File: src/rtl/dmem_responder_if.sv
// Data-RAM bus between dmem_responder (master) and the data RAM (slave).
interface dmem_responder_if;
  logic [15:0] ram_addr;
  logic [15:0] ram_wdata;
  logic        ram_re;
  logic        ram_we;
  logic [15:0] ram_rdata;
  logic        ram_ack;

  modport master (
    output ram_addr, ram_wdata, ram_re, ram_we,
    input  ram_rdata, ram_ack
  );

  modport slave (
    input  ram_addr, ram_wdata, ram_re, ram_we,
    output ram_rdata, ram_ack
  );
endinterface

File: src/rtl/dmem_responder.sv
// Memory-stage responder: runs the data-RAM strobe/ack handshake and hands one result per instruction to MEM/WB.
// Optional one-entry store-to-load forwarding buffer enabled by defining DMEM_FWD_EN.
module dmem_responder #(
  parameter int unsigned ACK_TIMEOUT = 15
) (
  input  logic             clk,
  input  logic             rst,
  input  logic [15:0]      DataAddress,
  input  logic             ReadMem,
  input  logic             WriteMem,
  input  logic [15:0]      DataIn,
  input  logic [1:0]       quarter,
  input  logic             write,
  input  logic [3:0]       writeReg,
  output logic             stall,
  dmem_responder_if.master ram,
  output logic             o_valid,
  output logic [15:0]      o_Result,
  output logic             o_err,
  output logic             o_write,
  output logic [3:0]       o_writeReg,
  output logic [1:0]       o_quarter,
  output logic [1:0]       dbg_state
);

  // RAM handshake: ram_re/ram_we pulse for exactly one cycle (REQ) while ram_addr/ram_wdata
  // stay stable until RESP ends; the RAM completes with a one-cycle ram_ack carrying ram_rdata.
  // An ack is only honoured in REQ or WAIT; after ACK_TIMEOUT WAIT cycles the access is dropped.
  typedef enum logic [1:0] {IDLE = 2'd0, REQ = 2'd1, WAIT = 2'd2, RESP = 2'd3} state_e;

  localparam logic [7:0] TIMEOUT_CNT = ACK_TIMEOUT[7:0];

  state_e      state_q, state_d;
  logic [15:0] addr_q, addr_d;
  logic [15:0] wdata_q, wdata_d;
  logic        is_wr_q, is_wr_d;
  logic [7:0]  cnt_q, cnt_d;
  logic        re_q, re_d;
  logic        we_q, we_d;
  logic        valid_q, valid_d;
  logic [15:0] res_q, res_d;
  logic        err_q, err_d;
  logic        owrite_q, owrite_d;
  logic [3:0]  owreg_q, owreg_d;
  logic [1:0]  oquart_q, oquart_d;
  logic        cw_q, cw_d;
  logic [3:0]  cwreg_q, cwreg_d;
  logic [1:0]  cq_q, cq_d;
  logic        finish, timed_out;
  logic        fwd_hit;
  logic [15:0] fwd_data;
  logic        need_ram;

`ifdef DMEM_FWD_EN
  logic        sb_valid_q, sb_valid_d;
  logic [15:0] sb_addr_q, sb_addr_d;
  logic [15:0] sb_data_q, sb_data_d;

  assign fwd_hit  = ReadMem & ~WriteMem & sb_valid_q & (sb_addr_q == DataAddress);
  assign fwd_data = sb_data_q;
`else
  assign fwd_hit  = 1'b0;
  assign fwd_data = 16'h0000;
`endif

  // A write always needs the RAM; a read only when it misses the store buffer.
  assign need_ram = WriteMem | (ReadMem & ~fwd_hit);

  always_comb begin
    state_d   = state_q;
    addr_d    = addr_q;
    wdata_d   = wdata_q;
    is_wr_d   = is_wr_q;
    cnt_d     = cnt_q;
    re_d      = 1'b0;
    we_d      = 1'b0;
    valid_d   = 1'b0;
    res_d     = res_q;
    err_d     = err_q;
    owrite_d  = owrite_q;
    owreg_d   = owreg_q;
    oquart_d  = oquart_q;
    cw_d      = cw_q;
    cwreg_d   = cwreg_q;
    cq_d      = cq_q;
    finish    = 1'b0;
    timed_out = 1'b0;
`ifdef DMEM_FWD_EN
    sb_valid_d = sb_valid_q;
    sb_addr_d  = sb_addr_q;
    sb_data_d  = sb_data_q;
`endif

    case (state_q)
      IDLE: begin
        if (need_ram) begin
          addr_d  = DataAddress;
          wdata_d = DataIn;
          is_wr_d = WriteMem;
          cw_d    = write;
          cwreg_d = writeReg;
          cq_d    = quarter;
          re_d    = ReadMem & ~WriteMem;
          we_d    = WriteMem;
          state_d = REQ;
        end else begin
          valid_d  = 1'b1;
          res_d    = fwd_hit ? fwd_data : DataAddress;
          err_d    = 1'b0;
          owrite_d = write;
          owreg_d  = writeReg;
          oquart_d = quarter;
        end
      end
      REQ: begin
        if (ram.ram_ack) begin
          finish = 1'b1;
        end else begin
          state_d = WAIT;
          cnt_d   = 8'd1;
        end
      end
      WAIT: begin
        if (ram.ram_ack) begin
          finish = 1'b1;
        end else if (cnt_q == TIMEOUT_CNT) begin
          finish    = 1'b1;
          timed_out = 1'b1;
        end else begin
          cnt_d = cnt_q + 8'd1;
        end
      end
      RESP: begin
        state_d = IDLE;
        cnt_d   = 8'd0;
      end
      default: state_d = IDLE;
    endcase

    if (finish) begin
      state_d  = RESP;
      valid_d  = 1'b1;
      err_d    = timed_out;
      res_d    = (timed_out || is_wr_q) ? 16'h0000 : ram.ram_rdata;
      owrite_d = cw_q & ~timed_out;
      owreg_d  = cwreg_q;
      oquart_d = cq_q;
    end

`ifdef DMEM_FWD_EN
    if (finish && is_wr_q) begin
      if (timed_out) begin
        sb_valid_d = 1'b0;
      end else begin
        sb_valid_d = 1'b1;
        sb_addr_d  = addr_q;
        sb_data_d  = wdata_q;
      end
    end
`endif
  end

  always_ff @(posedge clk) begin
    if (rst) begin
      state_q  <= IDLE;
      addr_q   <= 16'h0000;
      wdata_q  <= 16'h0000;
      is_wr_q  <= 1'b0;
      cnt_q    <= 8'd0;
      re_q     <= 1'b0;
      we_q     <= 1'b0;
      valid_q  <= 1'b0;
      res_q    <= 16'h0000;
      err_q    <= 1'b0;
      owrite_q <= 1'b0;
      owreg_q  <= 4'd0;
      oquart_q <= 2'd0;
      cw_q     <= 1'b0;
      cwreg_q  <= 4'd0;
      cq_q     <= 2'd0;
`ifdef DMEM_FWD_EN
      sb_valid_q <= 1'b0;
      sb_addr_q  <= 16'h0000;
      sb_data_q  <= 16'h0000;
`endif
    end else begin
      state_q  <= state_d;
      addr_q   <= addr_d;
      wdata_q  <= wdata_d;
      is_wr_q  <= is_wr_d;
      cnt_q    <= cnt_d;
      re_q     <= re_d;
      we_q     <= we_d;
      valid_q  <= valid_d;
      res_q    <= res_d;
      err_q    <= err_d;
      owrite_q <= owrite_d;
      owreg_q  <= owreg_d;
      oquart_q <= oquart_d;
      cw_q     <= cw_d;
      cwreg_q  <= cwreg_d;
      cq_q     <= cq_d;
`ifdef DMEM_FWD_EN
      sb_valid_q <= sb_valid_d;
      sb_addr_q  <= sb_addr_d;
      sb_data_q  <= sb_data_d;
`endif
    end
  end

  assign stall         = (state_q == REQ) || (state_q == WAIT) || ((state_q == IDLE) && need_ram);
  assign ram.ram_addr  = addr_q;
  assign ram.ram_wdata = wdata_q;
  assign ram.ram_re    = re_q;
  assign ram.ram_we    = we_q;
  assign o_valid       = valid_q;
  assign o_Result      = res_q;
  assign o_err         = err_q;
  assign o_write       = owrite_q;
  assign o_writeReg    = owreg_q;
  assign o_quarter     = oquart_q;
  assign dbg_state     = state_q;

endmodule
File: src/flat_wrapper.sv
// flat-port wrapper written by rule: the top's interface ports become plain ports
module dmem_responder_flat 
#(
  parameter int unsigned ACK_TIMEOUT = 15
)
  (clk, rst, DataAddress, ReadMem, WriteMem, DataIn, quarter, write, writeReg, stall, o_valid, o_Result, o_err, o_write, o_writeReg, o_quarter, dbg_state, ram_ram_addr, ram_ram_wdata, ram_ram_re, ram_ram_we, ram_ram_rdata, ram_ram_ack);
  dmem_responder_if ram_i ();
  input  logic clk;
  input  logic rst;
  input  logic [15:0] DataAddress;
  input  logic ReadMem;
  input  logic WriteMem;
  input  logic [15:0] DataIn;
  input  logic [1:0] quarter;
  input  logic write;
  input  logic [3:0] writeReg;
  output logic stall;
  output logic o_valid;
  output logic [15:0] o_Result;
  output logic o_err;
  output logic o_write;
  output logic [3:0] o_writeReg;
  output logic [1:0] o_quarter;
  output logic [1:0] dbg_state;
  output wire logic [$bits(ram_i.ram_addr)-1:0] ram_ram_addr;
  output wire logic [$bits(ram_i.ram_wdata)-1:0] ram_ram_wdata;
  output wire logic [$bits(ram_i.ram_re)-1:0] ram_ram_re;
  output wire logic [$bits(ram_i.ram_we)-1:0] ram_ram_we;
  input wire logic [$bits(ram_i.ram_rdata)-1:0] ram_ram_rdata;
  input wire logic [$bits(ram_i.ram_ack)-1:0] ram_ram_ack;
  assign ram_ram_addr = ram_i.ram_addr;
  assign ram_ram_wdata = ram_i.ram_wdata;
  assign ram_ram_re = ram_i.ram_re;
  assign ram_ram_we = ram_i.ram_we;
  assign ram_i.ram_rdata = ram_ram_rdata;
  assign ram_i.ram_ack = ram_ram_ack;
  dmem_responder #(.ACK_TIMEOUT(ACK_TIMEOUT)) u_core (.clk(clk), .rst(rst), .DataAddress(DataAddress), .ReadMem(ReadMem), .WriteMem(WriteMem), .DataIn(DataIn), .quarter(quarter), .write(write), .writeReg(writeReg), .stall(stall), .ram(ram_i), .o_valid(o_valid), .o_Result(o_Result), .o_err(o_err), .o_write(o_write), .o_writeReg(o_writeReg), .o_quarter(o_quarter), .dbg_state(dbg_state));
endmodule
File: config.mk
export PLATFORM = sky130hd
export DESIGN_NAME = dmem_responder_flat
export DESIGN_NICKNAME = d
export VERILOG_FILES = /design/src/rtl/dmem_responder_if.sv /design/src/rtl/dmem_responder.sv /design/src/flat_wrapper.sv
export SDC_FILE = /design/constraint.sdc
export NUM_CORES = 1
export LEC_CHECK = 0
export BUFFER_PORTS_ARGS = -buffer_cell sky130_fd_sc_hd__buf_2
export CELL_PAD_IN_SITES_DETAIL_PLACEMENT = 0
export CELL_PAD_IN_SITES_GLOBAL_PLACEMENT = 2
export CORE_MARGIN = 10
export CORE_UTILIZATION = 30
export CTS_BUF_LIST = sky130_fd_sc_hd__clkbuf_8
export CTS_CLUSTER_DIAMETER = 150
export CTS_CLUSTER_SIZE = 12
export DETAILED_ROUTE_END_ITERATION = 12
export PLACE_DENSITY_LB_ADDON = 0.1
export SYNTH_ARGS = -nofsm -noshare
export SYNTH_HDL_FRONTEND = slang
export SYNTH_SLANG_ARGS = --single-unit
File: constraint.sdc
create_clock -name clk -period 4.8 [get_ports clk]
set_clock_uncertainty 0.1 [all_clocks]
set_input_delay 0.24 -clock clk [delete_from_list [all_inputs] [get_ports clk]]
set_output_delay 0.24 -clock clk [all_outputs]
set_load 0.03 [all_outputs]
Word level (Yosys, flattened, before mapping)
Index checks and enable logic that the tools add are counted.
Widths: inputs -> output; s select.
{ "word_totals": {"inputBits": 60, "reg_bits": 77, "memories": 0, "out_inout_bits": 62, "mem_bits_ro": 0, "ramBits": 0, "latchBits": 0} }
{ "classes": {"n_lt_le_gt_ge": 0, "n_eq_ne": 10, "shift": 0, "multipliers": 0, "muxes": 33, "n_addsub": 1, "n_div": 0, "n_reduce_logical": 13, "bitwise": 7} }
{ "op_table": {"columns": ["op", "n"], "rows": [
  ["$mux 16", 4],
  ["$mux 8", 3],
  ["$pmux 8 s3", 1],
  ["$mux 1", 14],
  ["$mux 2", 6],
  ["$mux 4", 3],
  ["$add 8x1->8 const B", 1],
  ["$eq 8x4->1 const B", 1],
  ["$ne 2x2->1 const B", 3],
  ["$pmux 2 s3", 1],
  ["$eq 2x2->1 const B", 2],
  ["$not 1->1", 4],
  ["$reduce_and 2->1", 2],
  ["$reduce_and 4->1", 1],
  ["$reduce_bool 4->1", 1],
  ["$logic_or 1x1->1", 3],
  ["$ne 3x1->1 const B", 1],
  ["$ne 3x2->1 const B", 1],
  ["$reduce_and 3->1", 1],
  ["$reduce_bool 3->1", 1],
  ["$reduce_or 3->1", 1],
  ["$and 1x1->1", 2],
  ["$eq 2x1->1 const B", 1],
  ["$logic_not 2->1", 1],
  ["5 further kinds", 5]
]} }

Depth between registers and ports, before layout
{ "logic_depth": {"ltp_word": 7, "depth_mapped": 8, "mapped_depth_nobuf": 6} }

Least setup slack after synthesis
Ideal clock, no wire load.
{ "synth_timing": {"kind": "flip-flop to flip-flop", "startpoint": "register u_core.state_q[0] (netlist: u_core.dbg_state[0])", "endpoint": "register u_core.res_q[0] (netlist: u_core.o_Result[0])", "slack_ns": 2.583, "arrival_time_ns": 2.043, "stages_incl_launch_ff": 9, "synth_period_minus_slack_ns": 2.217, "cell_sequence": "dfxtp_1 inv_1 ha_1 inv_2 clkbuf_1 nor4_4 buf_2 nand2_1 o21ai_0"} }
{ "synth_between": {"elab_chain_cells": 5} }
{ "synth_rtl": {"columns": ["item", "line", "rtl"], "rows": [
  ["start: declaration", "dmem_responder.sv:33", "state_e state_q, state_d;"],
  ["start signal: assignment", "dmem_responder.sv:187", "state_q <= state_d;"],
  ["branches (longest 5 deep; another with $eq 2x2->1)", null, null],
  ["end signal: assignment", "dmem_responder.sv:195", "res_q <= res_d;"],
  ["end: declaration", "dmem_responder.sv:41", "logic [15:0] res_q, res_d;"]
]} }
Parallel ways; which one is timed is not known.
A chain may end at the register's enable or synchronous reset.

Worst setup path after layout
{ "layout_timing": {"startpoint": "register u_core.state_q[0] (netlist: u_core.dbg_state[0])", "endpoint": "register u_core.state_q[0] (netlist: u_core.dbg_state[0])"} }
{ "layout_between": {"elab_chain_cells": 4} }
{ "layout_rtl": {"columns": ["item", "line", "rtl"], "rows": [
  ["$eq 2x2->1 or $eq 2x1->1 (tied branches)", "dmem_responder.sv:94", "case (state_q)"],
  ["$pmux 1 s2", "dmem_responder.sv:94", null],
  ["$ne 3x1->1 (no source line) (tied with other cells)", null, null],
  ["$reduce_and 3->1 (no source line)", null, null]
]} }
Parallel ways exist; a longest one is shown, timed or not.

==> metrics.cfg <==
[die]
ioPinCount = 122
fp-row-count = 37
start_util = 0.3045
coreArea_um2 = 10230
dieArea_um2 = 14860
die_h_um = 121.9
die_w_um = 121.9

[route]
wl_met1_mm = 4.496
wire_per_inst_um = 15.88
drtIter0Drc = 113
viasPerCell = 4.620
first_pass_iters = 4
wl_met2_mm = 4.616
num_vias = 2957
ant_nets = 0
drt-total-wl_mm = 10.16
routed-wl-met3_um = 929
routed.top_layer = met4
drc = 0

[pwr]
swShare = 0.4428
clockPowerShare = 0.214
combPwrFrac = 0.442
powerDensity_nw_per_um2 = 609.7
p_leak_uw = 0.001920
net-switching-power_uw = 1141
seqPwrFrac = 0.344
irDropWorstVdd_uv = 239.1
internal_power_uw = 1436
power_uw = 2576

[critical_path]
critPathArrivalTime_ns = 2.60
crit_start = u_core.dbg_state[0]
worst-path-stages = 6
start_kind = register
critical_path_class = reg2reg
critPathMaxFanout = 40
critPathSlowestCell = nor2_4
timing.rr.start = u_core.dbg_state[0]
crit_path_max_incr_delay_ns = 0.86
endpoint_kind = register
crit_family = simple AND/OR/NAND/NOR gates
cp_cell_sequence = inv_1 -> ha_1 -> inv_1 -> nor2_4 -> o21ai_0 -> a31oi_1
r2r_cells = 6
path_buf_inv = 2
cp.required_ns = 4.97
critPathMostFrequentCell = inv_1

[placement]
placed_cell_area_um2 = 3837
dp_hpwl_mm = 7.059
place_ws_ns = 2.330
dp_cells = 607
place_congestion = 0.7610
portBuffers = 121

[layout]
drive_above_1_share = 0.3002
seq_area_um2 = 1541
layout.nets = 564
final_cells = 640
syn_to_final_growth_pct = 35.62
final_area_um2 = 4225
nFillCells = 1081
multi_input_area_um2 = 1483

[cts]
cts_buffer_depth = 2
cts_inserted_buffers = 9
cts_root_buf = clkbuf_8
htreeDepth = 3
clock_latency_ns = 0.34
cts_tree = done
clk_pin_slew_worst_paths_ns = 0.08
cts_sinks = 77

[yosys]
synthesis.area_um2 = 3115
synth-warning-count = 0
synth_cell_types = 43
synth_edf_count = 0
synth_area_leaders = dfxtp_1, nand2_1, a21oi_1
ys_seq_elements = 77
yosysTopAreaCellShare = 0.4948
yosysTopAreaCell = dfxtp_1
yosys_most_used_dff = dfxtp_1
async_reset_ff_frac = 0
synthCells = 369
ys_seq_area_frac = 0.4948
avgSynthCellArea_um2 = 8.443
synth_nets = 435

[hold_path]
hold_depth = 3
min_from = DataIn[10]
hold_path_class = in2reg

[global_route]
antenna_found_initial = 2
grt_pass1_vias = 3118
grt_pass1_wl_mm = 16.46
grt_max_degree = 57
track_usage = 0.1386
grt_overflow = 0

[timing]
finalSetupViolations = 0
min_period_ns = 2.431
fmax_mhz = 411.3
tns_ns = 0
slew_headroom = 0.2851
finalCritPeriodShare = 0.5065
hold_viol = 0
rsz0062_at_grt = no
tightest_slew_ns = 1.070
setup_slack_ns = 2.369
slew_viol_final = 0

[flow_run]
cap_violations = 0

[run_status]
status = complete, no violations

[logic make-up (layout without fill, tap and decap cells)]
family	count (synthesis)	count (layout)	synth area share
adders and majority gates	6	6	0.02410
other	0	1	0
DFF	77	77	0.4948
and+or+nand+nor	150	150	0.2076
xor gates and xnor gates	3	3	0.008435
muxes	18	18	0.05783
buffers and inverters	27	161	0.03694
AOI/OAI and AO/OA	88	88	0.1703
[cell usage in the layout, fill, tap and decap left out, types with 3 or more instances in the layout]
| cell | instances |
|---|---|
| dlygate4sd3_1 | 16 |
| xnor2_1 | 3 |
| a311oi_1 | 6 |
| mux2i_1 | 18 |
| nor3_1 | 8 |
| dfxtp_1 | 77 |
| clkbuf_8 | 10 |
| nor2_1 | 8 |
| ha_1 | 6 |
| nand2_1 | 117 |
| a21oi_1 | 46 |
| buf_2 | 121 |
| o21ai_0 | 20 |
| inv_1 | 6 |
[power by group through the flow]
stage	Combinational [uW]	Sequential (uW)	Clock, uW
5_1_grt	1260	905	601
4_1_cts	1160	887	574
6_report	1140	885	552
2_1_floorplan	529	1160	0
3_3_place_gp	1140	897	0
3_5_place_dp	1150	900	0
[cells in the mapped netlist, drive strengths merged (2+ instances only)]
master,instances
mux2i,18
nor3,8
nor2,9
nor4,2
a311oi,6
a21oi,46
o21a,2
inv,6
nand2,118
nand3,2
nor3b,2
o211ai,2
buf,7
xnor2,3
o21ai,24
or3,2
ha,6
nand4b,2
clkbuf,14
dfxtp,77
[what timing repair did]
| action | CTS | global route |
|---|---|---|
| setup endpoints to repair | 0 | 0 |
| hold buffers | 16 | 0 |
| setup buffers | 0 | 0 |
| endpoints found under the hold margin | 16 | 0 |
| resized for setup | 0 | 0 |
[final cells by class]
type                    count  area share
diodes                      1   0.0005922
clock buffers              10     0.03257
clock inverters             6     0.02073
inverters                   6    0.005330
multi-input cells         265      0.3509
flip-flops and latches     77      0.3648
well taps                 136     0.04027
repair buffers            139      0.1848
[path summary, 6_finish.rpt]
| kind | end | slack (ns) |
|---|---|---|
| worst max register to register | u_core.dbg_state[0] | 2.37 |
| worst min-delay path | u_core.ram.ram_wdata[10] | 0.02 |
| worst min register to register | u_core.ram.ram_wdata[10] | 0.35 |
| worst max-delay path | u_core.dbg_state[0] | 2.37 |
[layer usage]
layer	track usage	vias to the layer above
met4	0.04471	0
met5	0	-
met1	0.1661	1350
met3	0.06152	11
li1	-	1515
met2	0.2177	81
[sequential cells by signal, summed over array words and instances (netlist names), 2 cells and up]
signal                flops
u_core.dbg_state          2
u_core.cnt_q              8
u_core.ram.ram_wdata     16
u_core.ram.ram_addr      16
u_core.o_quarter          2
u_core.cq_q               2
u_core.o_Result          16
u_core.o_writeReg         4
u_core.cwreg_q            4
[metrics by stage]
stage / util / hold slack [ns]
2_1_floorplan: - / 0.2167
3_3_place_gp: 0.3751 / 0.3358
3_5_place_dp: 0.3751 / 0.3415
4_1_cts: 0.4127 / 0.004167
5_1_grt: 0.4127 / 0.01528
6_report: 0.4130 / 0.02320
[tightest hold or removal path, stage by stage]
cell and delay, ns:
buf_2 0.09, nand2_1 0.04, a21oi_1 0.05
No activity file was read; power rests on OpenSTA's default activity.
